`src/rtl/light_pkg.sv`:
```
// Shared types for the traffic-light phase controller: FSM states, phase-index
// width and the cyclic demand search used when choosing the next green phase.
package light_pkg;

    localparam int PHASE_W    = 3;
    localparam int MAX_PHASES = 8;

    typedef enum logic [2:0] {
        ST_IDLE,
        ST_GREEN,
        ST_YELLOW,
        ST_ALLRED,
        ST_WALK
    } state_t;

    typedef struct packed {
        logic               found;
        logic [PHASE_W-1:0] idx;
    } pick_t;

    // First set bit of dem among the n lowest bits, scanning upward from start and wrapping.
    function automatic pick_t pick_next(input logic [MAX_PHASES-1:0] dem,
                                        input logic [PHASE_W-1:0]    start,
                                        input int                    n);
        pick_t r;
        int    j;
        r = '0;
        for (int k = 0; k < MAX_PHASES; k++) begin
            j = (int'(start) + k) % n;
            if (k < n && !r.found && dem[j]) begin
                r.found = 1'b1;
                r.idx   = PHASE_W'(j);
            end
        end
        return r;
    endfunction

endpackage

```
`src/rtl/light_timer.sv`:
```
// Loadable down-counter that holds at zero; zero flag marks the terminal count.
module light_timer #(
    parameter int TW = 8
) (
    input  logic          clk,
    input  logic          rst,
    input  logic          load,
    input  logic [TW-1:0] load_val,
    output logic          zero
);

    logic [TW-1:0] count;

    always_ff @(posedge clk) begin
        if (rst) begin
            count <= '0;
        end else if (load) begin
            count <= load_val;
        end else if (count != '0) begin
            count <= count - TW'(1);
        end
    end

    assign zero = (count == '0);

endmodule

```
`src/rtl/light_phase_ctrl.sv`:
```
// Traffic-light phase sequencer: cyclic service of per-phase demand with
// green/yellow/all-red timing. Define LIGHT_PED_EN to add the pedestrian WALK phase.
//
// state     | meaning
// ST_IDLE   | all red, waiting for any demand
// ST_GREEN  | green on the served phase, minimum time then rest or yield
// ST_YELLOW | yellow on the served phase
// ST_ALLRED | all-red clearance, pointer advances on exit
// ST_WALK   | all red with walk lamp (LIGHT_PED_EN only)
module light_phase_ctrl
    import light_pkg::*;
#(
    parameter int N_PHASES   = 4,
    parameter int TW         = 8,
    parameter int GREEN_CYC  = 20,
    parameter int YELLOW_CYC = 4,
    parameter int ALLRED_CYC = 2,
    parameter int WALK_CYC   = 10
) (
    input  logic                clk,
    input  logic                rst,
    input  logic [N_PHASES-1:0] req,
    input  logic                ped_req,
    output logic [N_PHASES-1:0] green,
    output logic [N_PHASES-1:0] yellow,
    output logic [N_PHASES-1:0] red,
    output logic [PHASE_W-1:0]  phase,
    output logic                walk
);

    localparam longint DUR_MAX = longint'(1) << TW;

    if (N_PHASES < 1 || N_PHASES > MAX_PHASES) begin : g_bad_phases
        $error("light_phase_ctrl: N_PHASES must be in 1..8");
    end
    if (GREEN_CYC < 1 || GREEN_CYC >= DUR_MAX || YELLOW_CYC < 1 || YELLOW_CYC >= DUR_MAX ||
        ALLRED_CYC < 1 || ALLRED_CYC >= DUR_MAX || WALK_CYC < 1 || WALK_CYC >= DUR_MAX) begin : g_bad_dur
        $error("light_phase_ctrl: durations must satisfy 1 <= value < 2**TW");
    end

    state_t                 state, state_nxt;
    logic [PHASE_W-1:0]     ptr, ptr_after, search_start;
    logic [N_PHASES-1:0]    pend;
    logic [MAX_PHASES-1:0]  dem8, own_mask, clr8, lamp8;
    logic                   own_dem, other_dem, ped_pend, enter_green;
    logic                   t_zero, timer_load;
    logic [TW-1:0]          timer_val;
    pick_t                  pick;

    assign dem8      = MAX_PHASES'(pend | req);
    assign own_dem   = dem8[phase];
    // A single-phase intersection treats its own demand as a reason to cycle.
    assign own_mask  = (N_PHASES == 1) ? '0 : (MAX_PHASES'(1) << phase);
    assign other_dem = |(dem8 & ~own_mask);
    assign ptr_after = PHASE_W'((int'(phase) + 1) % N_PHASES);
    assign search_start = (state == ST_ALLRED) ? ptr_after : ptr;
    assign pick      = pick_next(dem8, search_start, N_PHASES);

    always_comb begin
        state_nxt = state;
        case (state)
            ST_IDLE: begin
                if (pick.found) state_nxt = ST_GREEN;
            end
            // Rest only while the served phase still wants green and nobody else does.
            ST_GREEN: begin
                if (t_zero && (other_dem || ped_pend || !own_dem)) state_nxt = ST_YELLOW;
            end
            ST_YELLOW: begin
                if (t_zero) state_nxt = ST_ALLRED;
            end
            ST_ALLRED: begin
                if (t_zero) begin
                    state_nxt = pick.found ? ST_GREEN : ST_IDLE;
`ifdef LIGHT_PED_EN
                    if (ped_pend) state_nxt = ST_WALK;
`endif
                end
            end
`ifdef LIGHT_PED_EN
            ST_WALK: begin
                if (t_zero) state_nxt = pick.found ? ST_GREEN : ST_IDLE;
            end
`endif
            default: state_nxt = ST_IDLE;
        endcase
    end

    always_comb begin
        timer_load = (state_nxt != state);
        timer_val  = '0;
        case (state_nxt)
            ST_GREEN:  timer_val = TW'(GREEN_CYC - 1);
            ST_YELLOW: timer_val = TW'(YELLOW_CYC - 1);
            ST_ALLRED: timer_val = TW'(ALLRED_CYC - 1);
            ST_WALK:   timer_val = TW'(WALK_CYC - 1);
            default:   timer_val = '0;
        endcase
    end

    assign enter_green = (state_nxt == ST_GREEN) && (state != ST_GREEN);
    assign clr8        = enter_green ? (MAX_PHASES'(1) << pick.idx) : '0;

    light_timer #(.TW(TW)) u_timer (
        .clk      (clk),
        .rst      (rst),
        .load     (timer_load),
        .load_val (timer_val),
        .zero     (t_zero)
    );

    always_ff @(posedge clk) begin
        if (rst) begin
            state <= ST_IDLE;
            ptr   <= '0;
            phase <= '0;
            pend  <= '0;
        end else begin
            state <= state_nxt;
            pend  <= (pend | req) & ~clr8[N_PHASES-1:0];
            if (enter_green) phase <= pick.idx;
            if (state == ST_ALLRED && t_zero) ptr <= ptr_after;
        end
    end

`ifdef LIGHT_PED_EN
    always_ff @(posedge clk) begin
        if (rst) begin
            ped_pend <= 1'b0;
        end else if (state_nxt == ST_WALK && state != ST_WALK) begin
            ped_pend <= 1'b0;
        end else if (ped_req) begin
            ped_pend <= 1'b1;
        end
    end

    assign walk = (state == ST_WALK);
`else
    logic unused_ped_req;
    assign unused_ped_req = ped_req;
    assign ped_pend       = 1'b0;
    assign walk           = 1'b0;
`endif

    assign lamp8 = MAX_PHASES'(1) << phase;

    always_comb begin
        green  = '0;
        yellow = '0;
        if (state == ST_GREEN)  green  = lamp8[N_PHASES-1:0];
        if (state == ST_YELLOW) yellow = lamp8[N_PHASES-1:0];
    end

    assign red = ~(green | yellow);

endmodule

```
`config.mk`:
```
export PLATFORM = sky130hd
export DESIGN_NAME = light_phase_ctrl
export DESIGN_NICKNAME = d
export VERILOG_FILES = /design/src/rtl/light_pkg.sv /design/src/rtl/light_timer.sv /design/src/rtl/light_phase_ctrl.sv
export SDC_FILE = /design/constraint.sdc
export NUM_CORES = 1
export LEC_CHECK = 0
export BUFFER_PORTS_ARGS = -buffer_cell sky130_fd_sc_hd__clkbuf_2
export CAP_MARGIN = 10
export CORE_MARGIN = 10
export CORE_UTILIZATION = 47
export DETAILED_ROUTE_END_ITERATION = 7
export GPL_TIMING_DRIVEN = 0
export PLACE_DENSITY = 0.84
export SETUP_SLACK_MARGIN = 0.15
export SLEW_MARGIN = 20
export SYNTH_ARGS = -nofsm -noshare
export SYNTH_HDL_FRONTEND = slang
export SYNTH_SLANG_ARGS = --single-unit
export TNS_END_PERCENT = 10
```
`constraint.sdc`:
```
create_clock -name clk -period 2.2 [get_ports clk]
set_clock_uncertainty 0.15 [all_clocks]
set_input_delay 0.44 -clock clk [delete_from_list [all_inputs] [get_ports clk]]
set_output_delay 0.44 -clock clk [all_outputs]
set_load 0.01 [all_outputs]
```
Yosys cells after proc, flatten, opt, wreduce, memory -nomap -nowiden:

Cells that the tools add are included.

* register bits: 20
* input bits: 7
* logic and storage cells: 86

* add/sub/neg operators: 5
* order comparisons: 5
* equality and inequality tests: 9
* shifts and indexed selects: 2
* muxes and demuxes: 30
* bitwise operators: 11
* reduce and logical (&&, ||, !) cells: 19

Operator list (count)
* 4-bit two-way mux: 7
* 5-bit case mux with 4 select lines: 1
* 8-bit two-way mux: 2
* 3-bit by 5-bit less-than comparator with 1-bit output, second input constant: 3
* 1-bit binary-select mux with 3-bit select: 4
* 3-bit by 2-bit == test with 1-bit output, second input constant: 4
* 3-bit two-way mux: 4
* 4-bit bitwise OR: 3
* 3-bit case mux with 4 select lines: 1
* 1-bit two-way mux: 9
* 4-bit by 8-bit bitwise AND with 8-bit output: 1
* 8-bit logical NOT: 1
* 4-bit NOT: 2
* 8-bit NOT: 1
* 8-bit nonzero test: 1
* 8-bit OR reduction: 1
* 1-bit by 3-bit left shift with 8-bit output, first input constant: 1
* 8-bit by 1-bit subtractor with 8-bit output, second input constant: 1
* 3-bit by 1-bit == test with 1-bit output, second input constant: 2
* 1-bit logical AND: 6
* 2-bit OR reduction: 3
* 2-bit by 1-bit adder with 2-bit output, second input constant: 2
* 2-bit adder, second input constant: 2
* 4-bit bitwise AND: 1
* 13 further kinds: 18

Longest topological paths before layout:

Gate-level depths: netlist of the first run.

* depth after elaboration: 24
* gate-level depth with buffers: 7
* depth with buffers taken out: 7

By module:

Synthesis of the first run repeated with hierarchy kept, for this count alone.

* cells, all modules: 171
* area total of the unflattened synthesis: 1362.6 um^2

By module, submodules not included
* light_phase_ctrl: times used 1, cells an instance 118, area an instance 887.1 um^2, sequential area each 220.2 um^2
* light_timer: times used 1, cells an instance 53, area an instance 475.5 um^2, sequential area each 160.2 um^2

Least setup slack after synthesis of the first run:

No wires, ideal clock.

* path type: reg-to-reg
* start point: register phase[0]
* end point: register pend[0]
* arrival time: 2013 ps
* data required time: 1964 ps
* path slack: -49 ps
* cell stages (with the launch flop): 8
* path buffers: 0
* cells stage by stage: dfxtp_1 > inv_1 > ha_1 > and4b_1 > a22o_1 > a221oi_1 > a21oi_1 > a211oi_1

* cells in the longest elaborated chain, start to end: 24

Ends and longest elaborated chain
* start, declared: line light_phase_ctrl.sv:27 `output logic [PHASE_W-1:0] phase,`
* start signal, assigned: line light_phase_ctrl.sv:121 `if (enter_green) phase <= pick.idx;`
* 2-bit by 1-bit adder with 2-bit output (*): line light_phase_ctrl.sv:55 `assign ptr_after = PHASE_W'((int'(phase) + 1) % N_PHASES);`
* net ptr_after[0]: line light_phase_ctrl.sv:42 `logic [PHASE_W-1:0] ptr, ptr_after, search_start;`
* 2-bit two-way mux (*): line light_phase_ctrl.sv:56 `assign search_start = (state == ST_ALLRED) ? ptr_after : ptr;`
* 2-bit by 1-bit adder with 2-bit output: line light_pkg.sv:29 `j = (int'(start) + k) % n;`
* 2-bit OR reduction (no source line)
* 1-bit bitwise AND (no source line)
* 1-bit binary-select mux with 3-bit select: line light_pkg.sv:30 `if (k < n && !r.found && dem[j]) begin`
* 1-bit two-way mux (implied by the code) (2 in a row): line light_pkg.sv:30
* [... 8 more ...]
* 1-bit two-way mux: line light_phase_ctrl.sv:74 `state_nxt = pick.found ? ST_GREEN : ST_IDLE;`
* 3-bit two-way mux: line light_phase_ctrl.sv:73 `if (t_zero) begin`
* 3-bit case mux with 4 select lines: line light_phase_ctrl.sv:61 `case (state)`
* 3-bit by 1-bit == test with 1-bit output: line light_phase_ctrl.sv:101 `assign enter_green = (state_nxt == ST_GREEN) && (state != ST_GREEN);`
* 1-bit logical AND: line light_phase_ctrl.sv:101
* 4-bit two-way mux (*): line light_phase_ctrl.sv:102 `assign clr8 = enter_green ? (MAX_PHASES'(1) << pick.idx) : '0;`
* 4-bit NOT (*): line light_phase_ctrl.sv:120 `pend <= (pend | req) & ~clr8[N_PHASES-1:0];`
* 4-bit bitwise AND (*): line light_phase_ctrl.sv:120
* end signal, assigned: line light_phase_ctrl.sv:120
* end, declared: line light_phase_ctrl.sv:43 `logic [N_PHASES-1:0] pend;`

Mark *: on every way through the listed nets, which the timed path passes. The rest lies on a longest branch. The select of a mux whose other input is x is not followed.
A chain may end at the register's enable or synchronous reset.

Worst setup path in the final report of the first run:

* start point: register u_timer.count[0]
* end point: register pend[3]

* cells in the longest elaborated chain, start to end: 9

Ends and longest elaborated chain
* start, declared: line light_timer.sv:12 `logic [TW-1:0] count;`
* start signal, assigned: line light_timer.sv:18 `count <= load_val;`
* start signal, assigned: line light_timer.sv:20 `count <= count - TW'(1);`
* 8-bit logical NOT (*): line light_timer.sv:24 `assign zero = (count == '0);`
* 1-bit logical AND: line light_phase_ctrl.sv:67 `if (t_zero && (other_dem || ped_pend || !own_dem)) state_nxt = ST_YELLOW;`
* 3-bit two-way mux: line light_phase_ctrl.sv:67
* 3-bit case mux with 4 select lines (*): line light_phase_ctrl.sv:61
* 3-bit by 1-bit == test with 1-bit output (*): line light_phase_ctrl.sv:101
* 1-bit logical AND (*): line light_phase_ctrl.sv:101
* 4-bit two-way mux (*): line light_phase_ctrl.sv:102
* 4-bit NOT (*): line light_phase_ctrl.sv:120
* 4-bit bitwise AND (*): line light_phase_ctrl.sv:120

Every way passes the cells marked *; elsewhere a longest branch is shown, timed or not.

==> metrics.yaml, run 1 <==
sta:
  setup_viol_count_final: 0
  rsz0062_at_grt: "true"
  timing.final.max_slew_violations: 0
  slew_headroom_pct: 63.49
  final-hold-violation-count: 0
  timing.hold.ws_ns: 0.2118
  max_freq_ghz: 0.4612
  post-route-min-period_ns: 2.168
  max_slew.worst_pin.slew_ns: 0.5477
  finalCritPeriodShare_pct: 98.56
  layout_setup_ws_ns: 0.03161
status:
  outcome: "complete, no violations"
yosys:
  ys_seq_elements: 19
  synth_cell_type_count: 53
  synth_edf_count: 0
  synthCells: 156
  synthArstFlopShare_pct: 0
  yosysSeqAreaShare_pct: 29.20
  synthFlopType: "dfxtp_1"
  yosys_warnings: 0
  synthesis.area_um2: 1302
  avgSynthCellArea_um2: 8.349
grt:
  grt_use_total_pct: 13.31
  antenna_found_initial: 0
  grt_pass1_vias: 1228
  grt-ovfl-total: 0
  grt_max_degree: 12
  grt_pass1_wl_um: 5768
drt:
  drc_errors: 0
  ant_nets: 0
  drt-pass1-iter-count: 4
  vias: 1393
  drt_wl_total_um: 4070
  wl_per_cell_um: 17.85
  drtIter0Drc: 156
  vias_per_cell: 6.110
floorplanning:
  start_util_pct: 48.06
  placementRows: 19
  die_h_um: 72.64
  die_w_um: 72.64
  ios: 23
  die_area_um2: 5277
  coreArea_um2: 2710
cts:
  clock_latency_ns: 0.31
  cts.clk_slew.worst_paths_ns: 0.13
  numCtsBuffers: 3
  cts_tree: "done"
  cts_hold_buffers: 0
  ctsRootBufferMaster: "clkbuf_4"
  clk_path_buf_depth: 2
  clkSinkCount: 19
  htreeDepth: 1
finish:
  nFillCells: 203
  area_growth_syn_to_layout_pct: 40.25
  antenna_cells: 0
  layout.nets: 211
  drive_gt1_share_pct: 45.69
critical_path:
  worstSetupPathType: "flip-flop to flip-flop"
  cp.required_ns: 2.24
  crit_fanout: 6
  crit_family: "simple AND/OR/NAND/NOR gates"
  crit_chain: "inv_4 -> ha_4 -> nor3b_4 -> nand3_2 -> a2111o_1 -> and3b_2 -> a211oi_2"
  cp.arrival_ns: 2.21
  cp-start-kind: "flip-flop"
  max_stage_delay_ns: 0.55
  crit_buf_inv: 1
  endpoint_kind: "flip-flop"
  critPathSlowestCell: "a2111o_1"
placed_design:
  dp_hpwl_um: 2385
  place_congestion: 0.8779
  io_buffers: 19
  post-place-ws_ns: -0.1247
power_and_ir_drop:
  ir_worst_vdd_uv: 544.6
  power_density_nw_per_um2: 463.9
  leakagePower_nw: 0.7406
worst_hold_path:
  hold_path.class: "primary input to flip-flop"
run:
  maxCapViolations: 0
[flip-flops by register name (all words and copies together), names as in the netlist]
register	cells
ptr	2
phase	2
u_timer.count	8
pend	4
state	3
[routing by layer]
| metal | share of wire (%) | routed length [µm] | GRT usage, % | vias up |
|---|---|---|---|---|
| met4 | 2.7 | 108 | 4.430 | 0 |
| met1 | 40 | 1632 | 15.47 | 665 |
| met2 | 51 | 2096 | 22.83 | 61 |
| li1 | - | - | - | 657 |
| met5 | 0 | 0 | 0 | - |
| met3 | 5.7 | 234 | 3.673 | 10 |
[timing repair]
item,CTS,global route
endpoints found under the setup margin,21,25
setup buffers,7,9
gates resized for setup,21,54
pin swaps,4,23
[cells in the mapped netlist (3+ instances only)]
cell type | number | area (µm²)
nor2_1 | 21 | 78.83
dfxtp_1 | 19 | 380.4
and2_1 | 12 | 75.07
nand2_1 | 11 | 41.29
a211oi_1 | 6 | 45.04
ha_1 | 6 | 75.07
a21oi_1 | 5 | 25.02
inv_1 | 4 | 15.01
nand3_1 | 4 | 20.02
o21ai_0 | 4 | 20.02
clkbuf_1 | 3 | 11.26
mux2i_1 | 3 | 30.03
nand3b_1 | 3 | 22.52
nor2b_1 | 3 | 18.77
nor3_1 | 3 | 15.01
o2111ai_1 | 3 | 26.28
o21bai_1 | 3 | 22.52
xor2_1 | 3 | 26.28
[per-stage QoR]
stage	cells	area [µm²]	utilization [%]	power, mW	setup TNS (ns)
after CTS	219	1604	59.19	0.7867	0
after global routing	228	1827	67.41	0.8862	-0.08017
after floorplan	158	1318	-	0.5242	0
final	228	1827	67.41	0.8474	0
after detailed placement	208	1451	53.55	0.5696	-0.8268
after global placement	208	1451	53.55	0.5667	-0.6192
[worst paths after layout]
check,slack [ns],cells after the start,startpoint,end
min,0.21,2,rst,state[1]$_SDFF_PP0_
min reg2reg,0.42,2,phase[1]$_SDFFE_PP0P_,phase[1]$_SDFFE_PP0P_
max reg2reg,0.03,7,u_timer.count[0]$_SDFFE_PP0P_,pend[3]$_SDFF_PP0_
max,0.03,7,u_timer.count[0]$_SDFFE_PP0P_,pend[3]$_SDFF_PP0_
[logic make-up after synthesis]
family                   count (synthesis)  share of synthesized area [%]
adder cells (fa/ha/maj)                  6                          5.764
AND/OR/NAND/NOR                         75                          33.24
multiplexers                             4                          4.035
buffers and inverters                   11                          3.938
XOR/XNOR                                 4                          2.690
AO/OA/AOI/OAI                           36                          20.85
flip-flops                              19                          29.20
other                                    1                         0.2879
[report_power, final]
part | internal (mW) | switching, mW
sequential | 0.361 | 0.0177
combinational | 0.129 | 0.142
clock | 0.0680 | 0.130
total | 0.558 | 0.290
[cell type report]
| cell class | count | area, µm² | area share, % |
|---|---|---|---|
| plain buffers | 7 | 57.56 | 3.151 |
| clock inverters | 1 | 5.005 | 0.2740 |
| multi-input cells | 128 | 1036 | 56.71 |
| flip-flops and latches | 19 | 395.4 | 21.64 |
| well taps | 31 | 38.79 | 2.123 |
| inverters | 4 | 21.27 | 1.164 |
| clock buffers | 3 | 22.52 | 1.233 |
| repair buffers | 35 | 250.2 | 13.70 |
[cells in the final DEF, fill, tap and decap left out, drive strengths merged, types with 4 or more instances in the layout]
master / count
and2: 12
clkbuf: 16
o21ai: 4
buf: 29
nand3: 5
a21oi: 5
o21bai: 4
dfxtp: 19
a211oi: 6
ha: 6
nand2: 11
nor2: 21
Power figures use the tool's default switching activity.
==> inputs of run 2 (changes only) <==
--- a/config.mk
+++ b/config.mk
@@ -8,11 +8,12 @@
 export BUFFER_PORTS_ARGS = -buffer_cell sky130_fd_sc_hd__clkbuf_2
 export CAP_MARGIN = 10
+export CELL_PAD_IN_SITES_DETAIL_PLACEMENT = 1
+export CELL_PAD_IN_SITES_GLOBAL_PLACEMENT = 1
 export CORE_MARGIN = 10
-export CORE_UTILIZATION = 47
+export CORE_UTILIZATION = 37
 export DETAILED_ROUTE_END_ITERATION = 7
 export GPL_TIMING_DRIVEN = 0
-export PLACE_DENSITY = 0.84
+export PLACE_DENSITY = 0.87
 export SETUP_SLACK_MARGIN = 0.15
-export SLEW_MARGIN = 20
 export SYNTH_ARGS = -nofsm -noshare
 export SYNTH_HDL_FRONTEND = slang
--- a/constraint.sdc
+++ b/constraint.sdc
@@ -3,3 +3,3 @@
 set_input_delay 0.44 -clock clk [delete_from_list [all_inputs] [get_ports clk]]
 set_output_delay 0.44 -clock clk [all_outputs]
-set_load 0.01 [all_outputs]
+set_load 0.005 [all_outputs]
==> metrics.yaml, run 2 (synthesis gave the netlist of run 1 again) <==
power_and_ir_drop:
  ir_worst_vdd_uv: 477.8
  leakagePower_nw: 0.7099
  power_density_nw_per_um2: 467.3
sta:
  setup_viol_count_final: 0
  post-route-min-period_ns: 2.157
  final-hold-violation-count: 0
  slew_headroom_pct: 64.64
  layout_setup_ws_ns: 0.04281
  max_freq_ghz: 0.4636
  finalCritPeriodShare_pct: 98.05
  timing.hold.ws_ns: 0.2314
  timing.final.max_slew_violations: 0
  rsz0062_at_grt: "true"
  max_slew.worst_pin.slew_ns: 0.5293
finish:
  finalNonFillerCells: 238
  area_growth_syn_to_layout_pct: 35.35
  regArea_um2: 399.1
  layout.nets: 206
  most-common-layout-cells: "nor2_1 (18), buf_4 (13), dfxtp_1 (12)"
  final_util_pct: 52.42
  fin_area_um2: 1763
  largest_reg_flops: 8
  multiInputGateArea_um2: 993.5
  regMostFlops: "u_timer.count"
  layout_commonest_cell: "nor2_1"
  drive_gt1_share_pct: 41.15
  antenna_cells: 0
  nFillCells: 409
  top_regs: "u_timer.count x8, pend x4, state x3"
floorplanning:
  ios: 23
  start_util_pct: 38.73
  die_area_um2: 6293
  placementRows: 21
  die_h_um: 79.33
  coreArea_um2: 3363
  die_w_um: 79.33
cts:
  ctsRootBufferMaster: "clkbuf_4"
  clk_path_buf_depth: 2
  numCtsBuffers: 3
  cts_tree: "done"
  cts.clk_slew.worst_paths_ns: 0.12
  htreeDepth: 1
  clock_latency_ns: 0.30
  clkSinkCount: 19
  cts_hold_buffers: 0
drt:
  vias: 1359
  wl_per_cell_um: 18.96
  ant_nets: 0
  drt_wl_total_um: 4513
  drc_errors: 0
  drtIter0Drc: 110
  drt-pass1-iter-count: 4
  vias_per_cell: 5.710
critical_path:
  regToRegStartpoint: "u_timer.count[0]$_SDFFE_PP0P_"
  endpoint_kind: "primary output"
  reg2reg_depth: 7
  crit_fanout: 10
  cp.required_ns: 1.61
  cp-start-kind: "flip-flop"
  r2r_slack_ns: 0.06
  worstSetupPathType: "flip-flop to primary output"
  r2r_end: "pend[3]$_SDFF_PP0_"
  cp.arrival_ns: 1.57
placed_design:
  post-place-ws_ns: -0.2622
  dp.cells: 223
  io_buffers: 19
  dp_hpwl_um: 2995
  place_congestion: 0.9125
  placed_area_um2: 1470
status:
  outcome: "complete, no violations"
worst_hold_path:
  hold_path.class: "primary input to flip-flop"
  hold_start: "rst"
  holdPathStages: 2
  min_to: "state[1]$_SDFF_PP0_"
grt:
  grt_max_degree: 12
  grt.met1_usage_pct: 14.72
  grt_use_total_pct: 12.90
  grt_pass1_vias: 1348
  grt-ovfl-total: 0
  gr-usage-met2_pct: 23.90
  grt.busiest_layer: "met2"
  antenna_found_initial: 0
  grt_pass1_wl_um: 6741
  grtUsageMet3_pct: 2.928
run:
  maxCapViolations: 0
run 2: cell type report:
type | instances | area share [%]
Inverter | 4 | 1.065
Clock inverter | 1 | 0.2839
Sequential cell | 19 | 22.64
Timing Repair Buffer | 30 | 12.21
Tap cell | 46 | 3.265
Buffer | 7 | 2.910
Clock buffer | 3 | 1.278
Multi-Input combinational cell | 128 | 56.35
run 2: worst max path at each step:
stage	cells past startpoint	slack, ns	end	startpoint
after CTS	7	0.09	pend[3]$_SDFF_PP0_	phase[0]$_SDFFE_PP0P_
after global placement	7	-0.08	u_timer.count[7]$_SDFFE_PP0P_	u_timer.count[0]$_SDFFE_PP0P_
after floorplan	7	0.18	pend[0]$_SDFF_PP0_	phase[0]$_SDFFE_PP0P_
final	6	0.04	red[3]	state[0]$_SDFF_PP0_
after detailed placement	7	-0.26	u_timer.count[5]$_SDFFE_PP0P_	u_timer.count[0]$_SDFFE_PP0P_
after global routing	6	-0.03	red[3]	state[0]$_SDFF_PP0_
run 2: timing repair:
action	CTS	global route
setup buffers	5	6
pin swaps	6	17
hold endpoints to repair	0	0
gates resized for setup	26	32
setup endpoints to repair	24	26
run 2: metrics by stage:
| stage | power (mW) | TNS (ns) |
|---|---|---|
| final | 0.8239 | 0 |
| after global routing | 0.8681 | -0.1082 |
| after CTS | 0.7945 | 0 |
| after detailed placement | 0.5779 | -1.915 |
| after global placement | 0.5649 | -0.3856 |
| after floorplan | 0.5216 | 0 |
run 2: power by group:
| group | leakage (nW) | switching [mW] | total, mW | internal [mW] |
|---|---|---|---|---|
| combinational | 0.532 | 0.139 | 0.254 | 0.115 |
| clock | 0.0177 | 0.122 | 0.189 | 0.0678 |
| sequential | 0.160 | 0.0206 | 0.381 | 0.360 |
| total | 0.710 | 0.281 | 0.824 | 0.543 |
run 2: critical path: stages (launching register included):
cell and delay [ns]:
dfxtp_2 0.40, buf_6 0.17, nor2b_4 0.17, nor2b_4 0.19
and2_4 0.17, nor2_1 0.04, buf_2 0.13
run 2: per-layer routing:
metal,share of wire [%],up-vias
met5,0,-
li1,-,647
met2,54,41
met4,0.18,0
met1,41,669
met3,4.5,2
